--- src/rtl/servo_pwm_decoder_pkg.sv ---
`default_nettype none
// ============================================================================
//  Module      : servo_pkg
//  Description : Shared constants, count type, FSM state encoding and helper
//                function for the servo PWM generator/decoder pair.
//  Revision    : 1.0  initial release
// ============================================================================
package servo_pkg;

  // Default timing at 50 MHz, shared with the generator.
  localparam int unsigned C_FRAME_CYCLES   = 1000000;  // 20 ms frame
  localparam int unsigned C_LOCK_CYCLES    = 50000;    // 1 ms  -> locked
  localparam int unsigned C_UNLOCK_CYCLES  = 100000;   // 2 ms  -> unlocked
  localparam int unsigned C_TOL_CYCLES     = 5000;     // +/-0.1 ms, inclusive
  localparam int unsigned C_MIN_CYCLES     = 25000;    // shortest real pulse
  localparam int unsigned C_MAX_CYCLES     = 125000;   // stuck-high limit
  localparam int unsigned C_TIMEOUT_CYCLES = 2000000;  // two frames

  typedef logic [19:0] count_t;

  typedef enum logic [2:0] {
    IDLE      = 3'd0,
    WAIT_RISE = 3'd1,
    HIGH      = 3'd2,
    WAIT_FALL = 3'd3,
    EVAL      = 3'd4
  } state_t;

  // Unsigned distance: larger operand minus smaller, never wraps.
  function automatic count_t abs_diff(input count_t a, input count_t b);
    return (a > b) ? (a - b) : (b - a);
  endfunction

endpackage
`default_nettype wire

--- src/rtl/servo_pwm_decoder_if.sv ---
`default_nettype none
// ============================================================================
//  Module      : servo_pwm_decoder_if
//  Description : Line input and decoded-result bundle of the servo PWM
//                decoder.
//                pwm_in      raw PWM line (async to clk)
//                width       high time of last completed pulse, clk cycles
//                width_valid strobe, width updated
//                locked      last valid decoded command
//                cmd_valid   strobe, valid command decoded
//                error       strobe, pulse out of spec
//                timeout     level, no rising edge for too long
//  Revision    : 1.0  initial release
// ============================================================================
interface servo_pwm_decoder_if;
  import servo_pkg::*;

  logic   pwm_in;
  count_t width;
  logic   width_valid;
  logic   locked;
  logic   cmd_valid;
  logic   error;
  logic   timeout;

  // Source side: drives the line, observes the decode.
  modport master (
    output pwm_in,
    input  width, width_valid, locked, cmd_valid, error, timeout
  );

  // Decoder side.
  modport slave (
    input  pwm_in,
    output width, width_valid, locked, cmd_valid, error, timeout
  );
endinterface
`default_nettype wire

--- src/rtl/servo_pwm_decoder_filter.sv ---
`default_nettype none
// ============================================================================
//  Module      : pwm_input_filter
//  Description : 2-FF synchronizer followed by a run-length glitch filter.
//                The filtered level changes only after FILTER_LEN
//                consecutive synchronized samples disagree with it, so both
//                edges see the same latency.
//                clk/rst  clock, async active-high reset
//                pwm_in   raw line
//                f        filtered level
//                rise     one-cycle strobe, f went 0->1
//                fall     one-cycle strobe, f went 1->0
//  Revision    : 1.0  initial release
// ============================================================================
module pwm_input_filter #(
  parameter int unsigned FILTER_LEN = 4
) (
  input  logic clk,
  input  logic rst,
  input  logic pwm_in,
  output logic f,
  output logic rise,
  output logic fall
);

  localparam int unsigned RW = (FILTER_LEN > 1) ? $clog2(FILTER_LEN) : 1;
  localparam logic [RW-1:0] C_RUN_LAST = RW'(FILTER_LEN - 1);

  logic          r_s1;
  logic          r_s2;
  logic          r_f;
  logic          r_f_d;
  logic [RW-1:0] r_run;

  always_ff @(posedge clk or posedge rst) begin
    if (rst) begin
      r_s1  <= 1'b0;
      r_s2  <= 1'b0;
      r_f   <= 1'b0;
      r_f_d <= 1'b0;
      r_run <= '0;
    end else begin
      r_s1  <= pwm_in;
      r_s2  <= r_s1;
      r_f_d <= r_f;
      if (r_s2 != r_f) begin
        if (r_run == C_RUN_LAST) begin
          r_f   <= r_s2;
          r_run <= '0;
        end else begin
          r_run <= r_run + 1'b1;
        end
      end else begin
        // Any sample agreeing with f breaks the run.
        r_run <= '0;
      end
    end
  end

  assign f    = r_f;
  assign rise = r_f & ~r_f_d;
  assign fall = ~r_f & r_f_d;

endmodule
`default_nettype wire

--- src/rtl/servo_pwm_decoder.sv ---
`default_nettype none
// ============================================================================
//  Module      : servo_pwm_decoder
//  Description : Measures the high time of a servo PWM line and decodes it
//                into a lock/unlock command; flags malformed pulses and a
//                dead line.
//                clk  50 MHz system clock
//                rst  asynchronous active-high reset
//                bus  servo_pwm_decoder_if.slave (pwm_in in; width,
//                     width_valid, locked, cmd_valid, error, timeout out)
//  Revision    : 1.0  initial release
// ============================================================================
module servo_pwm_decoder
  import servo_pkg::*;
#(
  parameter int unsigned LOCK_CYCLES    = C_LOCK_CYCLES,
  parameter int unsigned UNLOCK_CYCLES  = C_UNLOCK_CYCLES,
  parameter int unsigned TOL_CYCLES     = C_TOL_CYCLES,
  parameter int unsigned MIN_CYCLES     = C_MIN_CYCLES,
  parameter int unsigned MAX_CYCLES     = C_MAX_CYCLES,
  parameter int unsigned TIMEOUT_CYCLES = C_TIMEOUT_CYCLES,
  parameter int unsigned FILTER_LEN     = 4
) (
  input  logic               clk,
  input  logic               rst,
  servo_pwm_decoder_if.slave bus
);

  localparam count_t C_LOCK   = count_t'(LOCK_CYCLES);
  localparam count_t C_UNLOCK = count_t'(UNLOCK_CYCLES);
  localparam count_t C_TOL    = count_t'(TOL_CYCLES);
  localparam count_t C_MIN    = count_t'(MIN_CYCLES);
  localparam count_t C_MAX    = count_t'(MAX_CYCLES);
  // After reset, f is not trustworthy until the synchronizer and filter have
  // seen the real line; IDLE waits this long before looking for a low level.
  localparam count_t C_SETTLE = count_t'(FILTER_LEN + 3);

  localparam int unsigned PW = $clog2(TIMEOUT_CYCLES + 1);
  localparam logic [PW-1:0] C_TIMEOUT = PW'(TIMEOUT_CYCLES);

  logic w_f;
  logic w_rise;
  logic w_fall;

  pwm_input_filter #(
    .FILTER_LEN (FILTER_LEN)
  ) u_filter (
    .clk    (clk),
    .rst    (rst),
    .pwm_in (bus.pwm_in),
    .f      (w_f),
    .rise   (w_rise),
    .fall   (w_fall)
  );

  state_t        r_state;
  state_t        w_state_nxt;
  count_t        r_hcnt;
  count_t        w_hcnt_nxt;
  count_t        r_width;
  logic          r_width_valid;
  logic          r_cmd_valid;
  logic          r_error;
  logic          r_locked;
  logic          w_wv;
  logic          w_cmd;
  logic          w_err;
  logic          w_locked_nxt;
  logic [PW-1:0] r_pcnt;

  // State and high-time counter. In IDLE, hcnt doubles as the settle timer.
  always_ff @(posedge clk or posedge rst) begin
    if (rst) begin
      r_state <= IDLE;
      r_hcnt  <= '0;
    end else begin
      r_state <= w_state_nxt;
      r_hcnt  <= w_hcnt_nxt;
    end
  end

  always_comb begin
    w_state_nxt  = r_state;
    w_hcnt_nxt   = r_hcnt;
    w_wv         = 1'b0;
    w_cmd        = 1'b0;
    w_err        = 1'b0;
    w_locked_nxt = r_locked;
    case (r_state)
      IDLE: begin
        // A pulse already high when we come out of reset is skipped.
        if (r_hcnt != C_SETTLE) w_hcnt_nxt = r_hcnt + 1'b1;
        else if (!w_f)          w_state_nxt = WAIT_RISE;
      end
      WAIT_RISE: begin
        if (w_rise) begin
          w_hcnt_nxt  = count_t'(1);
          w_state_nxt = HIGH;
        end
      end
      HIGH: begin
        if (w_fall) begin
          w_state_nxt = EVAL;
        end else if (r_hcnt == C_MAX) begin
          w_err       = 1'b1;
          w_state_nxt = WAIT_FALL;
        end else begin
          w_hcnt_nxt = r_hcnt + 1'b1;
        end
      end
      WAIT_FALL: begin
        if (w_fall) w_state_nxt = WAIT_RISE;
      end
      EVAL: begin
        w_wv        = 1'b1;
        w_state_nxt = WAIT_RISE;
        if (r_hcnt < C_MIN) begin
          w_err = 1'b1;
        end else if (abs_diff(r_hcnt, C_LOCK) <= C_TOL) begin
          w_cmd        = 1'b1;
          w_locked_nxt = 1'b1;
        end else if (abs_diff(r_hcnt, C_UNLOCK) <= C_TOL) begin
          w_cmd        = 1'b1;
          w_locked_nxt = 1'b0;
        end else begin
          w_err = 1'b1;
        end
      end
      default: w_state_nxt = IDLE;
    endcase
  end

  // Registered result outputs.
  always_ff @(posedge clk or posedge rst) begin
    if (rst) begin
      r_width       <= '0;
      r_width_valid <= 1'b0;
      r_cmd_valid   <= 1'b0;
      r_error       <= 1'b0;
      r_locked      <= 1'b0;
    end else begin
      if (w_wv) r_width <= r_hcnt;
      r_width_valid <= w_wv;
      r_cmd_valid   <= w_cmd;
      r_error       <= w_err;
      r_locked      <= w_locked_nxt;
    end
  end

  // Dead-line detector: rise wins over saturation.
  always_ff @(posedge clk or posedge rst) begin
    if (rst)                     r_pcnt <= '0;
    else if (w_rise)             r_pcnt <= '0;
    else if (r_pcnt != C_TIMEOUT) r_pcnt <= r_pcnt + 1'b1;
  end

  assign bus.width       = r_width;
  assign bus.width_valid = r_width_valid;
  assign bus.cmd_valid   = r_cmd_valid;
  assign bus.error       = r_error;
  assign bus.locked      = r_locked;
  assign bus.timeout     = (r_pcnt == C_TIMEOUT);

endmodule
`default_nettype wire

--- src/flat_wrapper.sv ---
// flat-port wrapper written by rule: the top's interface ports become plain ports
module servo_pwm_decoder_flat import servo_pkg::*;
#(
  parameter int unsigned LOCK_CYCLES    = C_LOCK_CYCLES,
  parameter int unsigned UNLOCK_CYCLES  = C_UNLOCK_CYCLES,
  parameter int unsigned TOL_CYCLES     = C_TOL_CYCLES,
  parameter int unsigned MIN_CYCLES     = C_MIN_CYCLES,
  parameter int unsigned MAX_CYCLES     = C_MAX_CYCLES,
  parameter int unsigned TIMEOUT_CYCLES = C_TIMEOUT_CYCLES,
  parameter int unsigned FILTER_LEN     = 4
)
  (clk, rst, bus_pwm_in, bus_width, bus_width_valid, bus_locked, bus_cmd_valid, bus_error, bus_timeout);
  servo_pwm_decoder_if bus_i ();
  input  logic clk;
  input  logic rst;
  input wire logic [$bits(bus_i.pwm_in)-1:0] bus_pwm_in;
  output wire logic [$bits(bus_i.width)-1:0] bus_width;
  output wire logic [$bits(bus_i.width_valid)-1:0] bus_width_valid;
  output wire logic [$bits(bus_i.locked)-1:0] bus_locked;
  output wire logic [$bits(bus_i.cmd_valid)-1:0] bus_cmd_valid;
  output wire logic [$bits(bus_i.error)-1:0] bus_error;
  output wire logic [$bits(bus_i.timeout)-1:0] bus_timeout;
  assign bus_i.pwm_in = bus_pwm_in;
  assign bus_width = bus_i.width;
  assign bus_width_valid = bus_i.width_valid;
  assign bus_locked = bus_i.locked;
  assign bus_cmd_valid = bus_i.cmd_valid;
  assign bus_error = bus_i.error;
  assign bus_timeout = bus_i.timeout;
  servo_pwm_decoder #(.LOCK_CYCLES(LOCK_CYCLES), .UNLOCK_CYCLES(UNLOCK_CYCLES), .TOL_CYCLES(TOL_CYCLES), .MIN_CYCLES(MIN_CYCLES), .MAX_CYCLES(MAX_CYCLES), .TIMEOUT_CYCLES(TIMEOUT_CYCLES), .FILTER_LEN(FILTER_LEN)) u_core (.clk(clk), .rst(rst), .bus(bus_i));
endmodule
--- config.mk ---
export PLATFORM = sky130hd
export DESIGN_NAME = servo_pwm_decoder_flat
export DESIGN_NICKNAME = d
export VERILOG_FILES = /design/src/rtl/servo_pwm_decoder_pkg.sv /design/src/rtl/servo_pwm_decoder_if.sv /design/src/rtl/servo_pwm_decoder_filter.sv /design/src/rtl/servo_pwm_decoder.sv /design/src/flat_wrapper.sv
export SDC_FILE = /design/constraint.sdc
export NUM_CORES = 1
export LEC_CHECK = 0
export ABC_AREA = 0
export BUFFER_PORTS_ARGS = -buffer_cell sky130_fd_sc_hd__buf_2
export CORE_UTILIZATION = 56
export DETAILED_ROUTE_END_ITERATION = 6
export PLACE_DENSITY = 0.77
export SETUP_SLACK_MARGIN = 0.02
export SLEW_MARGIN = 10
export SYNTH_ARGS = -nofsm -noshare
export SYNTH_HDL_FRONTEND = slang
export SYNTH_HIERARCHICAL = 1
export SYNTH_SLANG_ARGS = --single-unit
--- constraint.sdc ---
create_clock -name clk -period 3.24 [get_ports clk]
set_input_delay 0.648 -clock clk [delete_from_list [all_inputs] [get_ports clk]]
set_output_delay 0.648 -clock clk [all_outputs]
set_load 0.1 [all_outputs]
After elaboration in Yosys (flattened, before gate mapping)
Index checks and enable logic that the tools add are counted.

operators by class
  add/sub/neg operators = 7
  mux-type cells = 31
  magnitude comparators = 5
  equality and inequality tests = 18
  bitwise operators = 5
  reductions and logical operators = 8

operators by type and width
  cell                      number
  $mux W20                  6
  $pmux W20 S3              1
  $mux W21                  2
  $le A20 B13 Y1 const B    2
  $add A21 B1 Y21 const B   1
  $eq A21 B21 Y1 const B    1
  $ne A21 B21 Y1 const B    1
  $add A20 B1 Y20 const B   1
  $eq A20 B17 Y1 const B    1
  $gt A20 B16 Y1 const B    1
  $gt A20 B17 Y1 const B    1
  $lt A20 B15 Y1 const B    1
  $ne A20 B3 Y1 const B     1
  $sub A16 B20 Y20 const A  1
  $sub A17 B20 Y20 const A  1
  $sub A20 B16 Y20 const B  1
  $sub A20 B17 Y20 const B  1
  $mux W3                   6
  $pmux W3 S5               1
  $mux W1                   12
  $ne A2 B2 Y1 const B      6
  $reduce_and A5 Y1         2
  $eq A3 B2 Y1 const B      2
  $mux W2                   2
  other kinds (15)          19

word-level totals
  word-level logic and storage cells = 87
  bits in registers = 74
  input bits = 3

Longest topological paths before layout
  depth in word-level cells = 7
  depth in mapped cells = 13
  depth with buffers taken out = 10

Cells and area by module
Netlist, hierarchy kept.

by module, submodules not included
  module             area each (sq um)  instances  cells an instance
  servo_pwm_decoder  5004.8             1          608
  pwm_input_filter   216.5              1          14

Least setup slack after synthesis
No wires, ideal clock.

  path type = register -> output
  start point = reg u_core.r_pcnt[14]
  end point = out bus_timeout
  required time = 2.592 ns
  buffers on the path = 0
  cell stages (with the launch flop) = 4
  path slack = -1.416 ns
  arrival time = 4.008 ns
  cells stage by stage = dfrtp_1 nor4b_1 nand3b_1 nor4_1

between the ends
  cells in the longest elaborated chain, start to end = 1

RTL lines
  element                 RTL line                  RTL
  from (decl)             servo_pwm_decoder.sv:69   logic [PW-1:0] r_pcnt;
  from (signal assigned)  servo_pwm_decoder.sv:154  else if (r_pcnt != C_TIMEOUT) r_pcnt <= r_pcnt + 1'b1;
  $eq A21 B21 Y1          servo_pwm_decoder.sv:162  assign bus.timeout = (r_pcnt == C_TIMEOUT);
  to (decl)               flat_wrapper.sv:22        output wire logic [$bits(bus_i.timeout)-1:0] bus_timeout;

No other way between the ends.

Final worst setup path
  start point = reg u_core.r_hcnt[1]
  end point = reg u_core.r_error, in the netlist u_core/bus.error

between the ends
  cells in the longest elaborated chain, start to end = 7
  elaborated cells on any way between the ends = 18
  classes of those cells = 4 x add/sub; 5 x order compare; 1 x eq/ne; 8 x mux

RTL lines
  element                                   RTL line                     RTL
  from (decl)                               servo_pwm_decoder.sv:58      count_t r_hcnt;
  from (signal assigned)                    servo_pwm_decoder.sv:78      r_hcnt <= w_hcnt_nxt;
  $sub A17 B20 Y20 (tied with other cells)  servo_pwm_decoder_pkg.sv:31  return (a > b) ? (a - b) : (b - a);
  $mux W20                                  servo_pwm_decoder_pkg.sv:31
  $le A20 B13 Y1                            servo_pwm_decoder.sv:122     end else if (abs_diff(r_hcnt, C_UNLOCK) <= C_TOL) begin
  $mux W1                                   servo_pwm_decoder.sv:122
  $mux W1                                   servo_pwm_decoder.sv:119     end else if (abs_diff(r_hcnt, C_LOCK) <= C_TOL) begin
  $mux W1                                   servo_pwm_decoder.sv:117     if (r_hcnt < C_MIN) begin
  $pmux W1 S2 *                             servo_pwm_decoder.sv:89      case (r_state)
  net u_core.w_err                          servo_pwm_decoder.sv:67      logic w_err;
  to (signal assigned)                      servo_pwm_decoder.sv:145     r_error <= w_err;
  to (decl)                                 servo_pwm_decoder.sv:63      logic r_error;

Mark *: on every way through the listed nets, which the timed path passes. The rest lies on a longest branch.
A chain may end at the register's enable or synchronous reset.

==> impl_metrics.ini <==
[setup_path]
max_stage_delay_ns = 0.60
crit_chain = or4_4 -> nor4_1 -> o21ai_2 -> buf_4 -> a211oi_1 -> a311oi_1 -> a21oi_1 -> nand4_1 -> a32o_1
cpLargestDelayFamily = simple AND/OR/NAND/NOR gates
arrival_ns = 3.39
rr_startpoint = u_core/r_hcnt[1]
endpoint_kind = register
crit_buf_inv = 1
cp.required_ns = 3.47
cpMaxStageDelayCell = or4_4
start_kind = register
critPathKind = register to register
crit_fanout = 9
startpoint = u_core/r_hcnt[1]

[die]
die_h_um = 98.6
die_x_um = 98.6
start_util_pct = 58.7
io_pins = 28
die_area_um2 = 9710
core-area_um2 = 8890
num_rows = 34

[sta]
min_period_over_period_pct = 97.5
fin_hold_ws_ns = 0.215
slew-limit-headroom_pct = 49.9
finalSetupViolations = 0
fin_tns_setup_ns = 0
min_period_ns = 3.16
fmax_mhz = 317
worst_slew_pin_slew_ns = 0.744
rsz0062_at_grt = no
final_hold_viol_count = 0
clock_skew_ns = 0.00912
finalMaxSlewViolations = 0

[synth]
synth.largest_area_cell = dfrtp_1
synthTopCellsByArea = dfrtp_1, xnor2_1, nand2_1
postSynthAreaPerCell_um2 = 8.39
yosysUniqueCellTypes = 73
synth_cells = 622
synth_flop_cell = dfrtp_1
syn-cell-area_um2 = 5220
async_reset_ff_share_pct = 100
synth_edf_count = 0
yosysSeqAreaShare_pct = 35.5
synth_warnings = 6
ys_ff_latch = 74
synth.top_cell.area_share_pct = 35.5
syn_nets = 640

[power_and_ir_drop]
p_per_area_nw_per_um2 = 524
ir_worst_vdd_mv = 0.696
p_leak_nw = 2.68

[global_routing]
grt_usage_pct = 30.8
grt_max_degree = 32
grt_remaining_overflow = 0
grt_pass1_wl_um = 23500
antenna_found_initial = 0
grt_pass1_vias = 4687

[placement]
gp_congestion = 1.01
hpwl_um = 10600
io_buffers = 27

[route]
ant_nets = 0
vias_per_cell = 6.45
drt_first_pass_iters = 5
initialDrtViolationCount = 559
wl_per_cell_um = 18.6
wirelength_um = 14500
drc = 0
via_count = 5010

[cells_and_area]
layout_common_cells = dfrtp_1, nand2_1, nor2_1
area_delta_synth_final_pct = 13.4
fill_cells = 719
layout_commonest_cell = dfrtp_1
seq_area_um2 = 1850
multi_input_area_um2 = 3140
drive_above_1_share_pct = 16.9
diodes = 0
final_nets = 683

[clock_network]
cts_root_buffer = clkbuf_8
clkTransAtPathRegs_ns = 0.08
ctsHoldBuffers = 0
clockBufferDepth = 2
cts_made_buffers = 9
clock_latency_ns = 0.35
h-tree-depth = 3
cts_tree = built
clock-sinks = 74

[outcome]
outcome = completed

[run]
maxCapViolCount = 0

[hold_path]
hp-class = primary input to asynchronous set/reset pin
final timing paths:
check | end | slack [ns] | depth (start not counted)
max in group asynchronous | u_core/bus.width[16] | 2.09 | 3
worst max-delay path | u_core/bus.error | 0.08 | 9
worst max register to register | u_core/bus.error | 0.08 | 9
worst min-delay path | u_core/u_filter/r_run[1] | 0.22 | 2
min in group clk | u_core/u_filter/r_s2 | 0.35 | 0
worst min register to register | u_core/u_filter/r_s2 | 0.35 | 0
logic make-up (layout without fill, tap and decap cells):
family                   count (synthesis)  after routing  synth area share, %
AO/OA/AOI/OAI                          123            123                 16.7
XOR/XNOR                                53             53                 8.89
adder cells (fa/ha/maj)                 15             15                 3.59
buffers and inverters                   62            109                 4.98
flip-flops                              74             74                 35.5
multiplexers                             8              8                 1.61
AND/OR/NAND/NOR                        287            287                 28.8
report_power, final:
| group | total [mW] | internal, mW | switching [mW] |
|---|---|---|---|
| combinational | 1.07 | 0.380 | 0.689 |
| clock | 0.862 | 0.511 | 0.351 |
| sequential | 1.17 | 1.03 | 0.141 |
| total | 3.11 | 1.92 | 1.18 |
Yosys cell counts, types with 3 or more instances:
master,count
a211oi_1,3
a21o_1,4
a21oi_1,19
a22o_1,3
a31oi_1,10
a32oi_1,3
and2_1,6
and3_1,9
buf_2,10
clkbuf_1,27
clkinv_1,4
dfrtp_1,74
ha_1,15
inv_1,18
mux2i_1,5
nand2_1,71
nand2b_1,8
nand3_1,23
nand3b_1,3
nand4_1,22
nand4b_1,4
nor2_1,67
nor2b_1,8
nor3_1,23
nor3b_1,3
nor4_1,8
nor4bb_1,3
o211ai_1,7
o21a_1,3
o21ai_0,34
o31ai_1,4
or3_1,9
or4_1,4
xnor2_1,32
xor2_1,21
routing by layer:
metal  routed length, um  vias up  track usage [%]
met4                 335        0             11.4
met2                6640      251             48.5
met1                6320     2403             42.9
met5                   0        -                0
met3                1170       34             5.18
li1                    -     2322                -
area by class of cell:
type | instances | area share, %
sequential | 74 | 31.3
timing repair buffer | 72 | 7.98
clock buffer | 9 | 2.09
clock inverter | 6 | 1.94
inverter | 22 | 1.39
tap | 108 | 2.28
multi-input combinational | 486 | 53.0
flip-flops by register name (all words and copies together) (netlist names):
| signal | count |
|---|---|
| u_core/r_state | 3 |
| u_core/bus.locked | 1 |
| u_core/r_hcnt | 20 |
| u_core/u_filter/r_s2 | 1 |
| u_core/bus.cmd_valid | 1 |
| u_core/u_filter/r_run | 2 |
| u_core/u_filter/f | 1 |
| u_core/u_filter/r_f_d | 1 |
| u_core/u_filter/r_s1 | 1 |
| u_core/bus.width_valid | 1 |
| u_core/r_pcnt | 21 |
| u_core/bus.width | 20 |
| u_core/bus.error | 1 |
through the flow:
| stage | total power [mW] | worst slack, ns | instances | cell area [um2] | util (%) |
|---|---|---|---|---|---|
| floorplan | 1.94 | 0.171 | 622 | 5240 | - |
| global placement | 2.19 | 0.206 | 762 | 5670 | 63.7 |
| detailed placement | 2.23 | 0.178 | 762 | 5670 | 63.7 |
| CTS | 3.10 | 0.141 | 777 | 5910 | 66.4 |
| global route | 3.27 | 0.0250 | 777 | 5920 | 66.6 |
| finish | 3.11 | 0.0808 | 777 | 5920 | 66.6 |
worst reg2reg max path, stage by stage, from the launching register on:
cell and delay, ns:
dfrtp_1 0.49, or4_4 0.60, nor4_1 0.46, o21ai_2 0.21
buf_4 0.21, a211oi_1 0.32, a311oi_1 0.09, a21oi_1 0.14
nand4_1 0.19, a32o_1 0.31
timing repair:
item                                    4_1_cts  5_1_grt
gates resized for setup                       0        4
endpoints found under the hold margin         0        0
buffers inserted                              0        0
endpoints found under the setup margin        0        6
No activity file was read; power rests on OpenSTA's default activity.
